[config.mk]
export PLATFORM = sky130hd
export DESIGN_NAME = ex_hazard_scheduler_flat
export DESIGN_NICKNAME = d
export VERILOG_FILES = /design/src/rtl/ex_hazard_scheduler_if.sv /design/src/rtl/ex_hazard_scheduler.sv /design/src/flat_wrapper.sv
export SDC_FILE = /design/constraint.sdc
export NUM_CORES = 1
export LEC_CHECK = 0
export CORE_MARGIN = 4
export CORE_UTILIZATION = 39
export CTS_CLUSTER_SIZE = 28
export DETAILED_ROUTE_END_ITERATION = 10
export HOLD_SLACK_MARGIN = 0.03
export PLACE_DENSITY = 0.77
export SLEW_MARGIN = 40
export SYNTH_ARGS = -nofsm -noshare
export SYNTH_HDL_FRONTEND = slang
export SYNTH_SLANG_ARGS = --single-unit
[constraint.sdc]
create_clock -name clock -period 2.53 [get_ports clock]
set_clock_uncertainty 0.15 [all_clocks]
set_input_delay 0.506 -clock clock [delete_from_list [all_inputs] [get_ports clock]]
set_output_delay 0.506 -clock clock [all_outputs]
set_load 0.02 [all_outputs]
[src/rtl/ex_hazard_scheduler_if.sv]
// Pipeline hazard bus between the datapath and the EX hazard scheduler.
// The master side is the pipeline datapath and the slave side is the scheduler.
interface ex_hazard_scheduler_if;
  logic [4:0]  IFIDRs;
  logic [4:0]  IFIDRt;
  logic [4:0]  IDEXRs;
  logic [4:0]  IDEXRt;
  logic        IDEXMemRead;
  logic        IDEXMulStart;
  logic        EXMEMRegWrite;
  logic        MEMWBRegWrite;
  logic [4:0]  EXMEMDst;
  logic [4:0]  MEMWBDst;
  logic [1:0]  ForwardA;
  logic [1:0]  ForwardB;
  logic        PCWrite;
  logic        IFIDWrite;
  logic        IDEXWrite;
  logic        IDEXFlush;
  logic        EXMEMBubble;
  logic        MulDone;
  logic        Busy;
  logic [15:0] StallCount;

  modport master (
    output IFIDRs, IFIDRt, IDEXRs, IDEXRt, IDEXMemRead, IDEXMulStart,
           EXMEMRegWrite, MEMWBRegWrite, EXMEMDst, MEMWBDst,
    input  ForwardA, ForwardB, PCWrite, IFIDWrite, IDEXWrite, IDEXFlush,
           EXMEMBubble, MulDone, Busy, StallCount
  );

  modport slave (
    input  IFIDRs, IFIDRt, IDEXRs, IDEXRt, IDEXMemRead, IDEXMulStart,
           EXMEMRegWrite, MEMWBRegWrite, EXMEMDst, MEMWBDst,
    output ForwardA, ForwardB, PCWrite, IFIDWrite, IDEXWrite, IDEXFlush,
           EXMEMBubble, MulDone, Busy, StallCount
  );
endinterface

[src/rtl/ex_hazard_scheduler.sv]
// EX-stage hazard unit: operand forwarding, load-use stall, and a multi-cycle
// op sequencer that freezes the front of the pipe while mult/div runs.
module ex_hazard_scheduler #(
  parameter int MUL_CYCLES = 4
) (
  input logic            clock,
  input logic            resetn,
  ex_hazard_scheduler_if.slave hz
);
  localparam logic [3:0] CNT_INIT = 4'(MUL_CYCLES - 2);

  typedef enum logic {IDLE, BUSY} state_t;

  state_t      state;
  logic [3:0]  cnt;
  logic [15:0] stallCount;
  logic        hold;
  logic        mulDone;
  logic        loadUse;

  function automatic logic [1:0] fwdSelect(input logic [4:0] src);
    if (hz.EXMEMRegWrite && hz.EXMEMDst != 5'd0 && hz.EXMEMDst == src)
      return 2'b10;
    else if (hz.MEMWBRegWrite && hz.MEMWBDst != 5'd0 && hz.MEMWBDst == src)
      return 2'b01;
    else
      return 2'b00;
  endfunction

  assign hz.ForwardA = fwdSelect(hz.IDEXRs);
  assign hz.ForwardB = fwdSelect(hz.IDEXRt);

  always_comb begin
    hold    = 1'b0;
    mulDone = 1'b0;
    unique case (state)
      IDLE: hold = hz.IDEXMulStart;
      BUSY: begin
        hold    = (cnt != 4'd0);
        mulDone = (cnt == 4'd0);
      end
      default: hold = 1'b0;
    endcase
  end

  // A load flagged together with MulStart is handled purely as a multi-cycle op.
  assign loadUse = !hold && hz.IDEXMemRead && !hz.IDEXMulStart && hz.IDEXRt != 5'd0 &&
                   (hz.IDEXRt == hz.IFIDRs || hz.IDEXRt == hz.IFIDRt);

  assign hz.PCWrite     = !(hold || loadUse);
  assign hz.IFIDWrite   = !(hold || loadUse);
  assign hz.IDEXWrite   = !hold;
  assign hz.IDEXFlush   = loadUse;
  assign hz.EXMEMBubble = hold;
  assign hz.MulDone     = mulDone;
  assign hz.Busy        = (state == BUSY);
  assign hz.StallCount  = stallCount;

  always_ff @(posedge clock) begin
    if (!resetn) begin
      state      <= IDLE;
      cnt        <= 4'd0;
      stallCount <= 16'd0;
    end else begin
      if (!hz.PCWrite && stallCount != 16'hFFFF)
        stallCount <= stallCount + 16'd1;
      unique case (state)
        IDLE: begin
          if (hz.IDEXMulStart) begin
            state <= BUSY;
            cnt   <= CNT_INIT;
          end
        end
        BUSY: begin
          if (cnt != 4'd0)
            cnt <= cnt - 4'd1;
          else
            state <= IDLE;
        end
        default: state <= IDLE;
      endcase
    end
  end
endmodule

[src/flat_wrapper.sv]
// flat-port wrapper written by rule: the top's interface ports become plain ports
module ex_hazard_scheduler_flat 
#(
  parameter int MUL_CYCLES = 4
)
  (clock, resetn, hz_IFIDRs, hz_IFIDRt, hz_IDEXRs, hz_IDEXRt, hz_IDEXMemRead, hz_IDEXMulStart, hz_EXMEMRegWrite, hz_MEMWBRegWrite, hz_EXMEMDst, hz_MEMWBDst, hz_ForwardA, hz_ForwardB, hz_PCWrite, hz_IFIDWrite, hz_IDEXWrite, hz_IDEXFlush, hz_EXMEMBubble, hz_MulDone, hz_Busy, hz_StallCount);
  ex_hazard_scheduler_if hz_i ();
  input logic clock;
  input logic resetn;
  input wire logic [$bits(hz_i.IFIDRs)-1:0] hz_IFIDRs;
  input wire logic [$bits(hz_i.IFIDRt)-1:0] hz_IFIDRt;
  input wire logic [$bits(hz_i.IDEXRs)-1:0] hz_IDEXRs;
  input wire logic [$bits(hz_i.IDEXRt)-1:0] hz_IDEXRt;
  input wire logic [$bits(hz_i.IDEXMemRead)-1:0] hz_IDEXMemRead;
  input wire logic [$bits(hz_i.IDEXMulStart)-1:0] hz_IDEXMulStart;
  input wire logic [$bits(hz_i.EXMEMRegWrite)-1:0] hz_EXMEMRegWrite;
  input wire logic [$bits(hz_i.MEMWBRegWrite)-1:0] hz_MEMWBRegWrite;
  input wire logic [$bits(hz_i.EXMEMDst)-1:0] hz_EXMEMDst;
  input wire logic [$bits(hz_i.MEMWBDst)-1:0] hz_MEMWBDst;
  output wire logic [$bits(hz_i.ForwardA)-1:0] hz_ForwardA;
  output wire logic [$bits(hz_i.ForwardB)-1:0] hz_ForwardB;
  output wire logic [$bits(hz_i.PCWrite)-1:0] hz_PCWrite;
  output wire logic [$bits(hz_i.IFIDWrite)-1:0] hz_IFIDWrite;
  output wire logic [$bits(hz_i.IDEXWrite)-1:0] hz_IDEXWrite;
  output wire logic [$bits(hz_i.IDEXFlush)-1:0] hz_IDEXFlush;
  output wire logic [$bits(hz_i.EXMEMBubble)-1:0] hz_EXMEMBubble;
  output wire logic [$bits(hz_i.MulDone)-1:0] hz_MulDone;
  output wire logic [$bits(hz_i.Busy)-1:0] hz_Busy;
  output wire logic [$bits(hz_i.StallCount)-1:0] hz_StallCount;
  assign hz_i.IFIDRs = hz_IFIDRs;
  assign hz_i.IFIDRt = hz_IFIDRt;
  assign hz_i.IDEXRs = hz_IDEXRs;
  assign hz_i.IDEXRt = hz_IDEXRt;
  assign hz_i.IDEXMemRead = hz_IDEXMemRead;
  assign hz_i.IDEXMulStart = hz_IDEXMulStart;
  assign hz_i.EXMEMRegWrite = hz_EXMEMRegWrite;
  assign hz_i.MEMWBRegWrite = hz_MEMWBRegWrite;
  assign hz_i.EXMEMDst = hz_EXMEMDst;
  assign hz_i.MEMWBDst = hz_MEMWBDst;
  assign hz_ForwardA = hz_i.ForwardA;
  assign hz_ForwardB = hz_i.ForwardB;
  assign hz_PCWrite = hz_i.PCWrite;
  assign hz_IFIDWrite = hz_i.IFIDWrite;
  assign hz_IDEXWrite = hz_i.IDEXWrite;
  assign hz_IDEXFlush = hz_i.IDEXFlush;
  assign hz_EXMEMBubble = hz_i.EXMEMBubble;
  assign hz_MulDone = hz_i.MulDone;
  assign hz_Busy = hz_i.Busy;
  assign hz_StallCount = hz_i.StallCount;
  ex_hazard_scheduler #(.MUL_CYCLES(MUL_CYCLES)) u_core (.clock(clock), .resetn(resetn), .hz(hz_i));
endmodule
==> results of run 1 <==
[per-stage QoR]
step	std cells	setup slack [ns]	hold slack, ns	area [um2]
floorplan	186	-0.119	0.298	1580
global placement	319	-0.805	0.315	2430
detailed placement	319	-0.873	0.324	2430
CTS	326	-0.0885	0.347	2500
global route	327	-0.0543	0.370	2530
finish	327	0.0156	0.344	2530
[report_power, final]
group          leakage (nW)  internal [mW]  switching (mW)
clock                0.0228          0.112           0.105
sequential            0.170          0.343          0.0124
combinational         0.834          0.185           0.169
[worst reg2reg max path, stage by stage (launching register included)]
cell and delay, ns:
dfxtp_1 0.32, inv_1 0.07, ha_1 0.18, nand2b_1 0.08, o21ai_2 0.15, buf_4 0.14
o2111ai_4 0.14, o21ai_4 0.21, inv_4 0.07, buf_4 0.17, or4_4 0.52, a21oi_2 0.14
[registers in the layout, summed over array words and instances (netlist names)]
register / count
u_core.hz.Busy: 1
u_core.cnt: 4
u_core.hz.StallCount: 16
[cells in the mapped netlist, drive strengths merged (6+ instances only)]
master,count
nand2,6
nand3,16
xor2,23
xnor2,8
o31ai,8
buf,9
inv,8
nor2,10
a21oi,13
or4,12
o21ai,8
dfxtp,21
[repair_timing]
action | 4_1_cts | 5_1_grt
resized for setup | 86 | 15
endpoints found under the hold margin | 0 | 0
endpoints found under the setup margin | 19 | 16
buffers inserted | 3 | 2
pin swaps | 25 | 9
[logic make-up after synthesis]
kind of cell,after synthesis
flops,21
fa+ha+maj,2
xor+xnor,31
simple gates,72
buf+inv,21
compound gates,36
mux,3
[layout make-up]
type,instances,area (um2),share of cell area [%]
Sequential cell,21,420,16.6
Clock buffer,4,45.0,1.78
Timing Repair Buffer,102,886,35.0
Inverter,8,32.5,1.29
Multi-Input combinational cell,144,1080,42.9
Tap cell,48,60.1,2.38
[routing by layer]
metal  wire length (um)  vias to the layer above
met5                  0                        -
met4                 80                        0
met3                201                        8
met2               2420                       46
met1               2060                      799
li1                   -                      863
[path summary, 6_finish.rpt]
path,start,endpoint,slack (ns),cells after the start
setup / recovery,hz_EXMEMDst[3],hz_ForwardB[0],0.02,6
hold / removal,u_core.hz.StallCount[7]$_SDFFE_PN0P_,u_core.hz.StallCount[7]$_SDFFE_PN0P_,0.34,2
setup reg to reg,u_core.cnt[1]$_SDFFE_PN0P_,u_core.hz.StallCount[4]$_SDFFE_PN0P_,0.13,11
hold reg to reg,u_core.hz.StallCount[7]$_SDFFE_PN0P_,u_core.hz.StallCount[7]$_SDFFE_PN0P_,0.34,2
==> flow_metrics.env, run 1 <==
export IMPL_crit_buf_inv=2
export IMPL_die_h_um=70.6
export IMPL_dp_hpwl_um=3590
export IMPL_yosysSeqAreaShare_pct=27.5
export IMPL_synth_compound_area_share_pct=16.4
export IMPL_arrival_ns=1.86
export IMPL_setup_viol=0
export IMPL_hp_class="register to register"
export IMPL_vdd_drop_max_v=0.000340
export IMPL_drc=0
export IMPL_yosysTopAreaCellShare_pct=27.5
export IMPL_setup_tns_ns=0
export IMPL_gr_total_overflow=0
export IMPL_synth_edff_count=0
export IMPL_synth_simple_area_share_pct=27.5
export IMPL_synth_xor_area_share_pct=17.8
export IMPL_final_common_cell="buf_4"
export IMPL_grt_use_met2_pct=36.0
export IMPL_fin_nets=318
export IMPL_cts_hold_buf=0
export IMPL_total_leakage_power_nw=1.03
export IMPL_crit_family="simple AND/OR/NAND/NOR gates"
export IMPL_cts_tree="done"
export IMPL_grt_pass1_wl_um=8240
export IMPL_firstDrtPassIters=4
export IMPL_drt_iter0_drc=82
export IMPL_synth_nets=224
export IMPL_ys_ff_latch=21
export IMPL_synth_area_top_cells="dfxtp_1 (28%), xor2_1 (13%), or4_1 (5.9%)"
export IMPL_syn_inst=186
export IMPL_grtUsageTotal_pct=20.0
export IMPL_via_count=1716
export IMPL_start_kind="input port"
export IMPL_synth_flop_cell="dfxtp_1"
export IMPL_path_cells="clkbuf_2 -> or4_4 -> o21ai_4 -> nor4_4 -> nor4_2 -> buf_2"
export IMPL_yosysWarnings=0
export IMPL_syn_area_mm2=0.00153
export IMPL_min_period_ns=2.51
export IMPL_synth_top_area_cell="dfxtp_1"
export IMPL_area_delta_synth_final_pct=65.5
export IMPL_via_per_inst=5.25
export IMPL_maxCapViolations=0
export IMPL_relSlewSlack_pct=64.9
export IMPL_slew_violations=0
export IMPL_wirelength_um=4760
export IMPL_final_cell_mix="buf_4 (39), clkdlybuf4s50_1 (29), xor2_1 (22)"
export IMPL_num_antenna_cells=0
export IMPL_rows=22
export IMPL_crit_fanout=2
export IMPL_synthAdderAreaFrac_pct=1.64
export IMPL_synth_cell_type_count=40
export IMPL_numCtsBuffers=3
export IMPL_grt_max_degree=17
export IMPL_status="completed"
export IMPL_avgRoutedWirePerCell_um=14.6
export IMPL_die_w_um=70.6
export IMPL_slowest_delay_ns=0.54
export IMPL_rsz0062_at_grt="true"
export IMPL_htreeDepth=1
export IMPL_grt_pass1_vias=1757
export IMPL_synth_top_family_by_area="simple AND/OR/NAND/NOR gates"
export IMPL_max_freq_ghz=0.398
export IMPL_routabilityCongestion=0.824
export IMPL_p_total_uw=926
export IMPL_synth_async_reset_ratio_pct=0
export IMPL_layout_drive_gt1_share_pct=28.0
export IMPL_path_clk_slew_ns=0.08
export IMPL_crit_path_end_kind="output port"
export IMPL_slowest_stage="or4_4"
export IMPL_final_hold_viol_count=0
export IMPL_use_met3_pct=3.13
export IMPL_fillers=304
export IMPL_ios=63
export IMPL_use_met1_pct=24.7
export IMPL_placement_io_buffers=62
export IMPL_antenna_found_initial=0
export IMPL_crit_required_ns=1.87
export IMPL_ant_nets=0
export IMPL_core_area_mm2=0.00372
export IMPL_fin_crit_sh_pct=99.4
export IMPL_synth_area_per_cell_um2=8.21
export IMPL_cts_buffer_depth=2
export IMPL_final_util_pct=68.0
export IMPL_power_density_mw_per_mm2=366
export IMPL_die_area_mm2=0.00498
export IMPL_synthMuxAreaShare_pct=1.97
export IMPL_cts_root_buf="clkbuf_8"
export IMPL_grt_most_used_layer="met2"
export IMPL_initial_core_util_pct=41.1
export IMPL_criticalPathCategory="input port to output port"
export IMPL_clock_sinks=21
export IMPL_tightest_slew_ns=0.527
export IMPL_clk_latency_ns=0.26
(Power assumes the default switching activity.)
==> inputs of run 2 (changes only) <==
SKIP_CTS_REPAIR_TIMING = 1   (was default)
==> run 2 against run 1 <==
  * The run now ends with negative setup slack left
  * Final cell count is 1.2% lower
  * Critical path type unchanged
  * Worst setup slack worse by 0.036 ns
  * Combinational power is 2% higher
  * Largest power group is now combinational logic
  * Critical path depth stayed put
  * Clock-buffer cell count stayed put
==> flow_metrics.env, run 2 (same netlist as run 1, synthesis figures left out) <==
export IMPL_status="finished, violations left"
export IMPL_violations="negative setup slack"
export IMPL_clk_latency_ns=0.26
export IMPL_comb_power_share_pct=38.6
export IMPL_min_period_ns=2.55
export IMPL_die_h_um=70.6
export IMPL_cts_buffer_depth=2
export IMPL_cts_tree="done"
export IMPL_crit_required_ns=1.87
export IMPL_num_antenna_cells=0
export IMPL_final_hold_viol_count=0
export IMPL_crit_fanout=2
export IMPL_setup_tns_ns=-0.0199
export IMPL_max_freq_ghz=0.392
export IMPL_setup_viol=1
export IMPL_fin_crit_sh_pct=101
export IMPL_finish_instance_area_mm2=0.00263
export IMPL_rows=22
export IMPL_htreeDepth=1
export IMPL_numCtsBuffers=3
export IMPL_ant_nets=0
export IMPL_drt_iter0_drc=67
export IMPL_switching_share_pct=31.6
export IMPL_tightest_slew_ns=0.529
export IMPL_via_per_inst=5.30
export IMPL_placed_area_mm2=0.00243
export IMPL_avgRoutedWirePerCell_um=15.7
export IMPL_firstDrtPassIters=4
export IMPL_vdd_drop_max_v=0.000345
export IMPL_p_total_uw=938
export IMPL_grt_pass1_wl_um=8050
export IMPL_initial_core_util_pct=41.1
export IMPL_holdWs_ns=0.345
export IMPL_wirelength_um=5060
export IMPL_path_clk_slew_ns=0.08
export IMPL_grtUsageTotal_pct=19.5
export IMPL_start_kind="input port"
export IMPL_layout_drive_gt1_share_pct=26.2
export IMPL_power_density_mw_per_mm2=357
export IMPL_hp_class="register to register"
export IMPL_total_leakage_power_nw=1.21
export IMPL_antenna_found_initial=0
export IMPL_dp_hpwl_um=3590
export IMPL_fin_nets=314
export IMPL_criticalPathCategory="input port to output port"
export IMPL_arrival_ns=1.89
export IMPL_final_cell_mix="buf_4 (33), clkdlybuf4s50_1 (27), dlymetal6s2s_1 (25)"
export IMPL_slew_violations=0
export IMPL_power_frac_seq_pct=37.9
export IMPL_rsz0062_at_grt="true"
export IMPL_largest_reg_flops=16
export IMPL_grt_pass1_vias=1746
export IMPL_layout_setup_ws_ns=-0.0199
export IMPL_maxCapViolations=0
export IMPL_clockPowerShare_pct=23.5
export IMPL_ios=63
export IMPL_routabilityCongestion=0.824
export IMPL_fillers=286
export IMPL_grt_max_degree=17
export IMPL_gr_total_overflow=0
export IMPL_final_common_cell="buf_4"
export IMPL_placement_io_buffers=62
export IMPL_relSlewSlack_pct=64.7
export IMPL_via_count=1713
export IMPL_area_delta_synth_final_pct=71.8
export IMPL_crit_path_end_kind="output port"
export IMPL_core_area_mm2=0.00372
export IMPL_die_area_mm2=0.00498
export IMPL_drc=0
export IMPL_cts_root_buf="clkbuf_8"
export IMPL_p_int_uw=641
export IMPL_clock_sinks=21
export IMPL_die_w_um=70.6
export IMPL_switching_power_uw=296
-- run 2: cell types whose count changed in the layout (fill, tap and decap cells not counted), moves of 2 or more --
cell,previous run,this run
buf_2,4,0
buf_4,39,33
clkbuf_2,3,6
clkdlybuf4s15_2,3,0
clkdlybuf4s50_1,29,27
dlygate4sd2_1,15,0
dlymetal6s2s_1,2,25
nor4_2,2,0
nor4_4,1,3
xor2_1,22,20
xor2_2,1,3
-- run 2: critical path: stages --
cell and delay [ns]:
clkbuf_2 0.11, buf_6 0.12, xor2_1 0.15, or4_4 0.53, nor4_4 0.29, buf_4 0.18
-- run 2: through the flow --
stage	utilization, %	worst slack, ns	cells
6_report	70.6	-0.0199	323
3_3_place_gp	65.4	-0.805	319
4_1_cts	66.6	-0.882	323
5_1_grt	70.6	-0.0763	323
3_5_place_dp	65.4	-0.873	319
2_1_floorplan	-	-0.119	186
-- run 2: power by group through the flow --
stage          combinational, mW  sequential [mW]  clock [mW]
4_1_cts                    0.345            0.355       0.222
2_1_floorplan              0.170            0.369           0
3_5_place_dp               0.340            0.363           0
5_1_grt                    0.394            0.357       0.236
3_3_place_gp               0.335            0.362           0
6_report                   0.362            0.355       0.220
-- run 2: per-layer routing --
metal	track usage (%)	vias to the layer above	part of all wire [%]
li1	-	849	-
met4	6.47	0	1.6
met3	2.98	8	3.7
met1	24.2	800	42
met2	34.6	56	53
met5	0	-	0
-- run 2: worst paths after layout --
path,from,end,slack (ns),cells past startpoint
setup / recovery,hz_MEMWBDst[4],hz_ForwardB[0],-0.02,6
hold reg to reg,u_core.hz.StallCount[7]$_SDFFE_PN0P_,u_core.hz.StallCount[7]$_SDFFE_PN0P_,0.35,2
hold / removal,u_core.hz.StallCount[7]$_SDFFE_PN0P_,u_core.hz.StallCount[7]$_SDFFE_PN0P_,0.35,2
setup reg to reg,u_core.cnt[1]$_SDFFE_PN0P_,u_core.hz.StallCount[4]$_SDFFE_PN0P_,0.17,11
-- run 2: layout make-up --
class | count | area, um2 | area share (%)
sequential | 21 | 420 | 16.0
tap | 48 | 60.1 | 2.29
multi-input combinational | 144 | 1130 | 42.9
clock buffer | 4 | 45.0 | 1.72
timing repair buffer | 98 | 940 | 35.8
inverter | 8 | 32.5 | 1.24
==> inputs of run 3 (changes only) <==
--- a/config.mk
+++ b/config.mk
@@ -9,2 +9,3 @@
 export CORE_UTILIZATION = 39
+export CTS_CLUSTER_DIAMETER = 60
 export CTS_CLUSTER_SIZE = 28
@@ -12,2 +13,3 @@
 export HOLD_SLACK_MARGIN = 0.03
+export MAX_ROUTING_LAYER = met4
 export PLACE_DENSITY = 0.77
--- a/constraint.sdc
+++ b/constraint.sdc
@@ -4,2 +4,2 @@
 set_output_delay 0.506 -clock clock [all_outputs]
-set_load 0.02 [all_outputs]
+set_load 0.01 [all_outputs]
==> run 3 against run 2 <==
  * The flow still finishes with violations (negative setup slack)
  * Non-clock buffer count shrank 6
  * Sequential share of layout area grew 0.15 points
  * Die area is the same
  * Clock power is essentially flat
  * Power shrank 2.4%
  * Worst setup slack lost 0.031 ns
  * Maximum frequency shrank 1.2%
  * Largest cell class unchanged
  * Highest routed layer unchanged
==> flow_metrics.env, run 3 (same netlist as run 1, synthesis figures left out) <==
export IMPL_layout_drive_gt1_share_pct=26.4
export IMPL_power_density_mw_per_mm2=352
export IMPL_grtUsageTotal_pct=18.4
export IMPL_final_util_pct=70.0
export IMPL_wirelength_um=4910
export IMPL_rows=22
export IMPL_final_cell_mix="clkdlybuf4s50_1 (33), buf_4 (26), dlymetal6s2s_1 (23)"
export IMPL_violations="negative setup slack"
export IMPL_via_count=1698
export IMPL_total_leakage_power_nw=1.18
export IMPL_setup_tns_ns=-0.0507
export IMPL_reg2reg_slack_ns=0.13
export IMPL_grt_pass1_wl_um=7510
export IMPL_finish_instance_area_mm2=0.00260
export IMPL_final_hold_viol_count=0
export IMPL_fin_nets=308
export IMPL_crit_required_ns=1.87
export IMPL_num_antenna_cells=0
export IMPL_fillers=296
export IMPL_arrival_ns=1.92
export IMPL_grt_max_degree=26
export IMPL_path_clk_slew_ns=0.07
export IMPL_avgRoutedWirePerCell_um=15.5
export IMPL_core_area_mm2=0.00372
export IMPL_crit_path_end_kind="output port"
export IMPL_crit_fanout=2
export IMPL_via_per_inst=5.36
export IMPL_ant_nets=0
export IMPL_start_kind="input port"
export IMPL_firstDrtPassIters=4
export IMPL_numCtsBuffers=3
export IMPL_final_common_cell="clkdlybuf4s50_1"
export IMPL_cts_buffer_depth=2
export IMPL_htreeDepth=1
export IMPL_layout_setup_ws_ns=-0.0507
export IMPL_tightest_slew_ns=0.623
export IMPL_min_period_ns=2.58
export IMPL_worstHoldStart="u_core.cnt[1]$_SDFFE_PN0P_"
export IMPL_die_h_um=70.6
export IMPL_worstHoldPathCells=2
export IMPL_ios=63
export IMPL_largest_reg_flops=16
export IMPL_slowest_stage="or4_1"
export IMPL_setup_viol=1
export IMPL_drt_iter0_drc=51
export IMPL_drc=0
export IMPL_relSlewSlack_pct=58.4
export IMPL_placement_io_buffers=62
export IMPL_die_area_mm2=0.00498
export IMPL_r2r_cells=11
export IMPL_cts_tree="done"
export IMPL_gr_total_overflow=0
export IMPL_slew_violations=0
export IMPL_clk_latency_ns=0.26
export IMPL_die_w_um=70.6
export IMPL_reg2reg_from="u_core.cnt[0]$_SDFFE_PN0P_"
export IMPL_rr_endpoint="u_core.hz.StallCount[8]$_SDFFE_PN0P_"
export IMPL_initial_core_util_pct=41.1
export IMPL_routabilityCongestion=0.833
export IMPL_max_freq_ghz=0.387
export IMPL_vdd_drop_max_v=0.000322
export IMPL_p_total_uw=915
export IMPL_cts_root_buf="clkbuf_8"
export IMPL_rsz0062_at_grt="true"
export IMPL_fin_crit_sh_pct=102
export IMPL_clock_sinks=21
export IMPL_area_delta_synth_final_pct=70.3
export IMPL_grt_pass1_vias=1608
export IMPL_hold_end="u_core.cnt[1]$_SDFFE_PN0P_"
export IMPL_maxCapViolations=0
export IMPL_dp_hpwl_um=3530
export IMPL_criticalPathCategory="input port to output port"
export IMPL_slowest_delay_ns=0.49
export IMPL_hp_class="register to register"
export IMPL_placed_area_mm2=0.00237
export IMPL_status="finished, violations left"
export IMPL_path_cells="dlymetal6s2s_1 -> buf_6 -> xor2_1 -> or4_1 -> nor4_2 -> buf_2"
export IMPL_antenna_found_initial=0
[run 3: cell count changes in the layout (fill, tap and decap cells not counted), sizes merged]
cell           change
buf                -6
dlymetal6s2s       -2
clkinv             +1
clkbuf             -5
clkdlybuf4s50      +6
[run 3: report_power, final]
| group | leakage, nW | internal, mW | total (mW) | switching [mW] |
|---|---|---|---|---|
| sequential | 0.170 | 0.343 | 0.357 | 0.0144 |
| combinational | 0.982 | 0.184 | 0.339 | 0.155 |
| clock | 0.0255 | 0.110 | 0.218 | 0.109 |
[run 3: layout make-up]
type / count / area (um2) / area share (%)
multi-input cells: 144 / 1140 / 43.9
repair buffers: 92 / 903 / 34.7
flip-flops and latches: 21 / 420 / 16.2
well taps: 48 / 60.1 / 2.31
clock buffers: 3 / 41.3 / 1.59
inverters: 8 / 30.0 / 1.15
clock inverters: 1 / 5.00 / 0.192
[run 3: worst max path at each step]
stage / from / slack (ns) / to
floorplan: hz_IDEXRt[2] / -0.09 / hz_PCWrite
global placement: hz_EXMEMDst[1] / -0.75 / hz_ForwardB[0]
detailed placement: hz_EXMEMDst[1] / -0.83 / hz_ForwardB[0]
CTS: hz_EXMEMDst[1] / -0.84 / hz_ForwardB[0]
global route: hz_MEMWBDst[0] / -0.07 / hz_ForwardB[0]
finish: hz_MEMWBDst[0] / -0.05 / hz_ForwardB[0]
[run 3: layer usage]
metal | global-route usage, % | up-vias | wire, um
li1 | - | 837 | -
met1 | 24.8 | 800 | 2210
met2 | 29.4 | 59 | 2370
met3 | 2.98 | 2 | 302
met4 | 3.76 | 0 | 24
met5 | - | - | 0
[run 3: stage by stage]
stage,worst slack (ns),cells,hold WS [ns]
after floorplan,-0.0880,186,0.298
after global placement,-0.748,313,0.313
after detailed placement,-0.828,313,0.328
after CTS,-0.839,317,0.330
after global routing,-0.0732,317,0.376
final,-0.0507,317,0.343
[run 3: worst max-delay path, delay by kind of cell]
kind,cells,cell delay (ns)
XOR/XNOR,1,0.14
buffers and inverters,3,0.47
AND/OR/NAND/NOR,2,0.80
==> variant: new RTL, flow settings as in run 1 <==
Make the reset (`resetn`) asynchronous in one clocked block.
--- a/src/rtl/ex_hazard_scheduler.sv
+++ b/src/rtl/ex_hazard_scheduler.sv
@@ -58,3 +58,3 @@
 
-  always_ff @(posedge clock) begin
+  always_ff @(posedge clock or negedge resetn) begin
     if (!resetn) begin
Check against the original RTL: differs if resetn is asserted again (counterexample within 4 cycles, from zero or initial values and one cycle with resetn low); with resetn held inactive, the same outputs for 10 cycles.
==> variant against run 1 <==
The run now ends with negative setup slack left. Final cell count fell by 6.7%. Wire length fell by 8.0%. Setup slack got worse by 0.17 ns. Area after synthesis fell by 4.0%. Sequential cell count did not move. Synthesized cell count fell by 16%. Die area fell by 3.6%. Non-clock buffer count rose by 2. Final area rose by 2.9%. Worst hold slack improved by 0.012 ns. Fmax fell by 6.2%. Register-to-register slack got worse by 0.19 ns. Critical endpoint is now hz_PCWrite.
Power is not compared: it rests on default switching activity, and its combinational part moved more than twofold at a synthesized area within 25%.
==> variant: results (changes against run 1) <==
status complete, but fails checks; failing checks negative setup slack; Placed Area 2410 um^2 (-0.93%); WL met2 2.34 mm (-3.5%); largest net degree at the start of global routing 22 (+5); Synthesized Nets 195 (-13%); WP data arrival 2.02 ns (+0.16 ns); setup violators final 8 (+8); max incr delay on CP 0.51 ns (-0.03 ns); layout cell share with drive strength beyond 1 0.381 (+0.102); met1 Track Usage GR 0.213 (-0.0341); R2R Path Start u_core.cnt[1]; Signal buffers 104 (+2.0%); Worst Tran Pin Value 0.322 ns (-0.204 ns); Area contributors post-synth dfrtp_1 36%, xor2_1 15%, xnor2_1 11%; sequential fraction of the synthesis area 0.358 (+0.0832); WL/cell 14.4 um (-1.3%); Die Footprint 4810 um^2 (-3.6%); Crit-path slowest cell or4b_4; PnR worst setup slack -0.151 ns (-0.166 ns); Final Util 0.711 (+0.0301); Max Fanout on Critical Path 3 (+1); grt met3 use 0.0420 (+0.0108); routed length on met1 1.88 mm (-8.8%); DP HPWL 3.32 mm (-7.5%); asr flop ratio synth 1.00 (+1.00); GRT Overall Usage 0.172 (-0.0284)
-- variant: cell types whose count changed in the layout (fill, tap and decap cells not counted), moves of 6 or more --
cell           before  now
or4_1               9    2
dfrtp_1             0   21
a21oi_1            11    0
dfxtp_1            21    0
nand3_1            16    6
dlygate4sd2_1      15    4
xnor2_1             8   18
o31ai_1             8    0
clkbuf_2            3    9
-- variant: worst paths after layout --
kind	to	cells past startpoint
max	hz_PCWrite	7
min	u_core.hz.StallCount[6]	1
max reg2reg	u_core.hz.StallCount[4]	11
min reg2reg	u_core.hz.StallCount[6]	1
max in group asynchronous	u_core.hz.StallCount[8]	2
min in group asynchronous	u_core.hz.StallCount[6]	2
-- variant: kinds of logic after synthesis --
| family | Yosys count | synth area share |
|---|---|---|
| compound gates | 11 | 0.0580 |
| mux | 4 | 0.0307 |
| flops | 21 | 0.358 |
| simple gates | 63 | 0.235 |
| buf+inv | 13 | 0.0444 |
| fa+ha+maj | 2 | 0.0171 |
| xor+xnor | 43 | 0.257 |
-- variant: stage by stage --
stage          std cells  hold slack (ns)  setup TNS, ns
2_1_floorplan        157           0.0604       -0.00947
3_3_place_gp         293            0.335         -11.18
3_5_place_dp         293            0.341         -11.40
4_1_cts              299            0.352         -0.979
5_1_grt              305            0.379          -1.88
6_report             305            0.356         -0.530
-- variant: worst reg2reg max path: stages, from the launching register on --
cell     delay (ns)
dfrtp_1        0.39
inv_2          0.08
ha_4           0.13
inv_2          0.03
o31a_1         0.25
or4b_4         0.51
buf_4          0.16
o31ai_4        0.26
buf_4          0.16
buf_6          0.10
nand4_1        0.11
xnor2_1        0.14
-- variant: what timing repair did --
action                     4_1_cts  5_1_grt
setup buffers                    2        6
resized for setup               96       39
pin swaps                       13       16
setup endpoints to repair       25       24
